--- src/rtl/virtual_ds2431_byte_io.sv ---
// virtual_ds2431_byte_io: 1-Wire slave byte transceiver with bus-reset detection and presence reply.
// Ports: clk, nRst (sync, active low), dqIn (raw DQ), dqOe (1 = pull DQ low),
//        sentDat/nRxTx/transTrig (byte request), rxDat/ByteTransDone (byte result),
//        busReset (reset pulse seen), busy (byte in progress).
module virtual_ds2431_byte_io #(
    parameter int unsigned SAMPLE_DLY = 120,
    parameter int unsigned TX_HOLD    = 240,
    parameter int unsigned RST_MIN    = 3840,
    parameter int unsigned PRES_WAIT  = 240,
    parameter int unsigned PRES_LEN   = 960
) (
    input  logic       clk,
    input  logic       nRst,
    input  logic       dqIn,
    output logic       dqOe,
    input  logic [7:0] sentDat,
    input  logic       nRxTx,
    input  logic       transTrig,
    output logic [7:0] rxDat,
    output logic       ByteTransDone,
    output logic       busReset,
    output logic       busy
);
    typedef enum logic [2:0] {IDLE, ARMED, SLOT, RST_LOW, PRESWAIT, PRES} stateT;

    localparam logic [12:0] sampleAt     = 13'(SAMPLE_DLY);
    localparam logic [12:0] txHold       = 13'(TX_HOLD);
    localparam logic [12:0] txHoldLast   = 13'(TX_HOLD - 1);
    localparam logic [12:0] rstLast      = 13'(RST_MIN - 1);
    localparam logic [12:0] presWaitLast = 13'(PRES_WAIT - 1);
    localparam logic [12:0] presLenLast  = 13'(PRES_LEN - 1);
    localparam logic [12:0] cntMax       = '1;

    stateT       state;
    logic        dqMeta, dqS, dqPrev, isTx;
    logic [7:0]  shiftReg;
    logic [2:0]  bitCnt;
    logic [12:0] slotCnt, lowCnt;
    logic        fall;

    assign fall = dqPrev & ~dqS;

    always_ff @(posedge clk) begin
        if (!nRst) begin
            state         <= IDLE;
            dqMeta        <= 1'b1;
            dqS           <= 1'b1;
            dqPrev        <= 1'b1;
            isTx          <= 1'b0;
            shiftReg      <= '0;
            bitCnt        <= '0;
            slotCnt       <= '0;
            lowCnt        <= '0;
            dqOe          <= 1'b0;
            rxDat         <= '0;
            ByteTransDone <= 1'b0;
            busReset      <= 1'b0;
            busy          <= 1'b0;
        end else begin
            dqMeta        <= dqIn;
            dqS           <= dqMeta;
            dqPrev        <= dqS;
            ByteTransDone <= 1'b0;
            busReset      <= 1'b0;
            // Our own presence pulse holds DQ low, so it must not look like a master reset.
            lowCnt        <= (dqS || state == PRES) ? '0 : lowCnt + 13'(lowCnt != cntMax);
            if (state != PRES && !dqS && lowCnt == rstLast) begin
                busReset <= 1'b1;
                dqOe     <= 1'b0;
                busy     <= 1'b0;
                state    <= RST_LOW;
            end else begin
                case (state)
                    IDLE: if (transTrig) begin
                        shiftReg <= sentDat;
                        isTx     <= nRxTx;
                        bitCnt   <= '0;
                        busy     <= 1'b1;
                        state    <= ARMED;
                    end
                    ARMED: if (fall) begin
                        slotCnt <= '0;
                        dqOe    <= isTx & ~shiftReg[0];
                        state   <= SLOT;
                    end
                    SLOT: begin
                        slotCnt <= slotCnt + 13'(slotCnt != cntMax);
                        if (slotCnt == txHoldLast) dqOe <= 1'b0;
                        if (!isTx && slotCnt == sampleAt) shiftReg <= {dqS, shiftReg[7:1]};
                        // The slot ends once the minimum length has passed and the line is back high.
                        if (slotCnt >= txHold && dqS) begin
                            bitCnt <= bitCnt + 3'd1;
                            if (isTx) shiftReg <= {1'b0, shiftReg[7:1]};
                            if (bitCnt == 3'd7) begin
                                if (!isTx) rxDat <= shiftReg;
                                ByteTransDone <= 1'b1;
                                busy          <= 1'b0;
                                state         <= IDLE;
                            end else begin
                                state <= ARMED;
                            end
                        end
                    end
                    RST_LOW: if (dqS) begin
                        slotCnt <= '0;
                        state   <= PRESWAIT;
                    end
                    PRESWAIT: begin
                        slotCnt <= slotCnt + 13'd1;
                        if (slotCnt == presWaitLast) begin
                            slotCnt <= '0;
                            dqOe    <= 1'b1;
                            state   <= PRES;
                        end
                    end
                    PRES: begin
                        slotCnt <= slotCnt + 13'd1;
                        if (slotCnt == presLenLast) begin
                            dqOe  <= 1'b0;
                            state <= IDLE;
                        end
                    end
                    default: state <= IDLE;
                endcase
            end
        end
    end
endmodule

--- config.mk ---
export PLATFORM = sky130hd
export DESIGN_NAME = virtual_ds2431_byte_io
export DESIGN_NICKNAME = d
export VERILOG_FILES = /design/src/rtl/virtual_ds2431_byte_io.sv
export SDC_FILE = /design/constraint.sdc
export NUM_CORES = 1
export LEC_CHECK = 0
export ABC_AREA = 0
export BUFFER_PORTS_ARGS = -buffer_cell sky130_fd_sc_hd__buf_2
export CORE_ASPECT_RATIO = 2
export CORE_MARGIN = 4
export CORE_UTILIZATION = 60
export CTS_BUF_LIST = sky130_fd_sc_hd__clkbuf_8
export DETAILED_ROUTE_END_ITERATION = 10
export GPL_ROUTABILITY_DRIVEN = 0
export HOLD_SLACK_MARGIN = 0.06
export PLACE_DENSITY = 0.8
export SYNTH_ARGS = -nofsm -noshare
export SYNTH_HDL_FRONTEND = slang
export SYNTH_SLANG_ARGS = --single-unit
--- constraint.sdc ---
create_clock -name clk -period 2.74 [get_ports clk]
set_input_delay 0.411 -clock clk [delete_from_list [all_inputs] [get_ports clk]]
set_output_delay 0.411 -clock clk [all_outputs]
set_load 0.03 [all_outputs]
* Word-level counts from Yosys, hierarchy flattened *
Index checks and enable logic that the tools add are counted.

cells by class
  order comparisons = 1
  reductions and logical operators = 23
  bitwise operators = 9
  mux-type cells = 32
  add/subtract/negate cells = 4
  equality and inequality tests = 27

operators with widths
  operator                 count
  $pmux W13 S5             1
  $mux W13                 3
  $mux W8                  4
  $add A13 B1 Y13          2
  $ne A13 B13 Y1 const B   2
  $mux W3                  8
  $ne A3 B3 Y1 const B     6
  $pmux W3 S6              1
  $pmux W8 S2              1
  $ne A2 B2 Y1 const B     7
  $add A13 B1 Y13 const B  1
  $eq A13 B10 Y1 const B   1
  $eq A13 B12 Y1 const B   1
  $eq A13 B7 Y1 const B    1
  $eq A13 B8 Y1 const B    1
  $ge A13 B8 Y1 const B    1
  $reduce_and A4 Y1        3
  $reduce_and A6 Y1        2
  $mux W1                  10
  $reduce_and A5 Y1        2
  $eq A3 B3 Y1 const B     3
  $not A1 Y1               7
  $eq A3 B2 Y1 const B     2
  $pmux W3 S2              1
  other kinds (18)         25

storage, ports and cells
  bits in registers = 56
  output and inout port bits = 12
  logic and storage cells = 111

* Depth between registers and ports, before layout *
  depth after elaboration = 6
  mapped depth = 11

* Least setup slack after synthesis *
OpenSTA, ideal clock, no wires.

  path type = reg2reg
  from = reg lowCnt[5]
  to = reg lowCnt[10]
  buffers on the path = 0
  library setup time = 128 ps
  cell stages (with the launch flop) = 10
  data arrival time = 1983 ps
  setup slack = 629 ps
  data required time = 2612 ps
  cell sequence = dfxtp_1 > nand4_1 > or4_1 > ha_1 > ha_1 > nand3_1 > nor2_1 > nand3_1 > xor2_1 > nor2_1

between the ends
  word-level cells in the longest chain between the ends = 2

RTL lines
  element                   RTL line  source
  start: declaration        38        logic [12:0] slotCnt, lowCnt;
  start signal: assignment  66        lowCnt <= (dqS || state == PRES) ? '0 : lowCnt + 13'(lowCnt != cntMax);
  $ne A13 B13 Y1            66
  $add A13 B1 Y13 (*)       66

Every way passes the cells marked *; elsewhere a longest branch is shown, timed or not.
A chain may end at the register's enable or synchronous reset.

* Final worst setup path *
Ends and elaborated chain as after synthesis.

==> qor.yml <==
status: "finished clean"
crit_arrival_ps: 2540
hpwlAfterDp_um: 5693
grt_pass1_wl_um: 13340
cts_tree: "done"
cts_resized: 0
ctsRootBufferMaster: "clkbuf_8"
yosys-top-cells-count: "dfxtp_1 (56), nor2_1 (46), a21oi_1 (28)"
first_pass_iters: 5
synth-seq-cells: 56
worst_pin_slew_ps: 698.3
timing.final.crit_share_pct: 85.73
clk_latency_ps: 310
overflow: 0
synth_top_flop_cell: "dfxtp_1"
worst-endpoint-required_ps: 2940
max-slew-margin-rel_pct: 53.45
die_x_um: 57.49
numCtsBuffers: 5
finalSetupViolations: 0
synth_top_family_by_area: "simple AND/OR/NAND/NOR gates"
synth_top_area_share_pct: 38.14
irDropWorstVdd_mv: 0.6276
synth.avg_cell_area_um2: 8.030
antenna_found_initial: 0
crit_type: "reg2reg"
layout-drive-gt1-share_pct: 13.01
nFillCells: 388
track_usage_pct: 27.17
ctsHtreeMaxLevel: 2
fp.dieH_um: 107.0
power_leakage_nw: 1.190
synth.area.top_cells: "dfxtp_1 (38%), nor2_1 (5.9%), a21oi_1 (4.8%)"
synthSimpleGateAreaFrac_pct: 25.33
seq_area_frac_synth_pct: 38.14
mappedNetlistNets: 387
synth_warnings: 0
layout.nets: 412
fp-row-count: 35
syn_inst: 366
ant_nets: 0
startpoint_type: "flop"
fin_worst_skew_ps: 6.905
maxCapViolations: 0
cts_setup_buffers: 0
hp-class: "in2reg"
max_freq_mhz: 425.7
vias_per_cell: 6.591
report.final.slew_viol_count: 0
synth_mux_area_share_pct: 3.065
dr_total_vias: 2946
cp_max_fo: 7
fin_total_pwr_mw: 2.055
yosys.area.top_type: "dfxtp_1"
dieArea_mm2: 0.006150
rsz0062_at_grt: "no"
drtIter0Drc: 193
drc: 0
diodes: 0
powerDensity_mw_per_mm2: 635.2
wl_per_cell_um: 17.44
synthArstFlopShare_pct: 0
synthDistinctLibCells: 57
routed_wl_um: 7796
setup-tns-final_ps: 0
postCtsHoldBufs: 0
grt_pass1_vias: 3037
area_growth_pct: 10.09
portBuffers: 24
netlist_area_mm2: 0.002939
synth_edf_count: 0
start_util_pct: 62.72
grt_max_degree: 21
synth_compound_area_share_pct: 21.63
finalHoldViolCount: 0
clk_pin_slew_ps: 100
cts.sinks: 56
synth_most_common_cell: "dfxtp_1"
cts_max_path_buffers: 2
synth-xor-area-share_pct: 3.576
core_area_mm2: 0.004686
synthAdderAreaFrac_pct: 3.406
io_pins: 25
fin_crit_ps: 2349
endpoint_kind: "flop"
[power by group]
group	switching, mW	internal [mW]	total, mW
clock	0.275	0.207	0.483
sequential	0.0489	0.881	0.930
combinational	0.419	0.225	0.643
total	0.742	1.31	2.06
[critical path: stages, from the launching register on]
cell and delay, ps:
dfxtp_1 390, nand4_1 280, or4_1 560, ha_1 230
ha_1 210, nand3_1 170, nor2_1 90, nand3_1 110
xor2_1 150, nor2_1 50
[stage by stage]
step | area [um^2] | util [%] | hold slack (ps) | setup slack, ps | instances
3_5_place_dp | 3139 | 67.00 | 400.7 | 420.9 | 439
2_1_floorplan | 2939 | - | 386.3 | 629.1 | 366
5_1_grt | 3236 | 69.05 | 282.5 | 140.8 | 447
6_report | 3236 | 69.05 | 275.0 | 391.0 | 447
3_3_place_gp | 3139 | 67.00 | 398.7 | 452.9 | 439
4_1_cts | 3236 | 69.05 | 271.7 | 413.5 | 447
[path summary, 6_finish.rpt]
check                               start         end  slack [ps]  depth (start not counted)
worst min-delay path                 dqIn      dqMeta         280                          2
worst min register to register     dqMeta         dqS         420                          1
worst max-delay path            lowCnt[5]  lowCnt[10]         390                          9
worst max register to register  lowCnt[5]  lowCnt[10]         390                          9
[cell families after synthesis]
logic type               count (synthesis)
adder cells (fa/ha/maj)                  8
multiplexers                             9
AND/OR/NAND/NOR                        148
buffers and inverters                   36
XOR/XNOR                                12
AO/OA/AOI/OAI                           97
flip-flops                              56
[sequential cells by signal (all words and copies together), names as in the netlist, 3 cells and up]
| signal | count |
|---|---|
| bitCnt | 3 |
| lowCnt | 13 |
| rxDat | 8 |
| shiftReg | 8 |
| slotCnt | 13 |
| state | 3 |
[layout make-up]
| cell class | count | area (um^2) | share of cell area (%) |
|---|---|---|---|
| clock buffers | 6 | 82.58 | 2.552 |
| repair buffers | 35 | 202.7 | 6.264 |
| inverters | 19 | 71.32 | 2.204 |
| flip-flops and latches | 56 | 1121 | 34.65 |
| clock inverters | 2 | 13.76 | 0.4254 |
| multi-input cells | 274 | 1675 | 51.78 |
| well taps | 55 | 68.82 | 2.127 |
[layer usage]
layer	vias to the layer above	global-route usage [%]	routed length, um	part of all wire, %
met5	-	0	0	0
met4	0	20.23	510	6.5
met3	49	5.422	484	6.2
met2	145	46.36	4015	52
met1	1366	28.21	2785	36
li1	1386	-	-	-
[layout by cell type (no fill, tap or decap), types with 2 or more instances in the layout]
| cell type | instances |
|---|---|
| nand4b_1 | 2 |
| buf_2 | 24 |
| o21a_1 | 2 |
| a22oi_1 | 3 |
| nor3_1 | 10 |
| o221ai_1 | 9 |
| a21o_1 | 2 |
| nor4_1 | 3 |
| xnor2_1 | 9 |
| nand4_1 | 10 |
| o21ai_0 | 20 |
| a31oi_1 | 6 |
| nand3_1 | 20 |
| xor2_1 | 3 |
| clkbuf_8 | 6 |
| or2_2 | 2 |
| nor2b_1 | 5 |
| o2bb2ai_1 | 3 |
| a22o_1 | 2 |
| nand2_1 | 27 |
| or3_1 | 5 |
| o22a_1 | 3 |
| or4_1 | 2 |
| nand2b_1 | 4 |
| dfxtp_1 | 56 |
| inv_1 | 18 |
| mux2i_1 | 9 |
| nor2_1 | 46 |
| a21oi_1 | 28 |
| o22ai_1 | 5 |
| and3_1 | 3 |
| ha_1 | 8 |
| buf_4 | 11 |
Power figures use the tool's default switching activity.
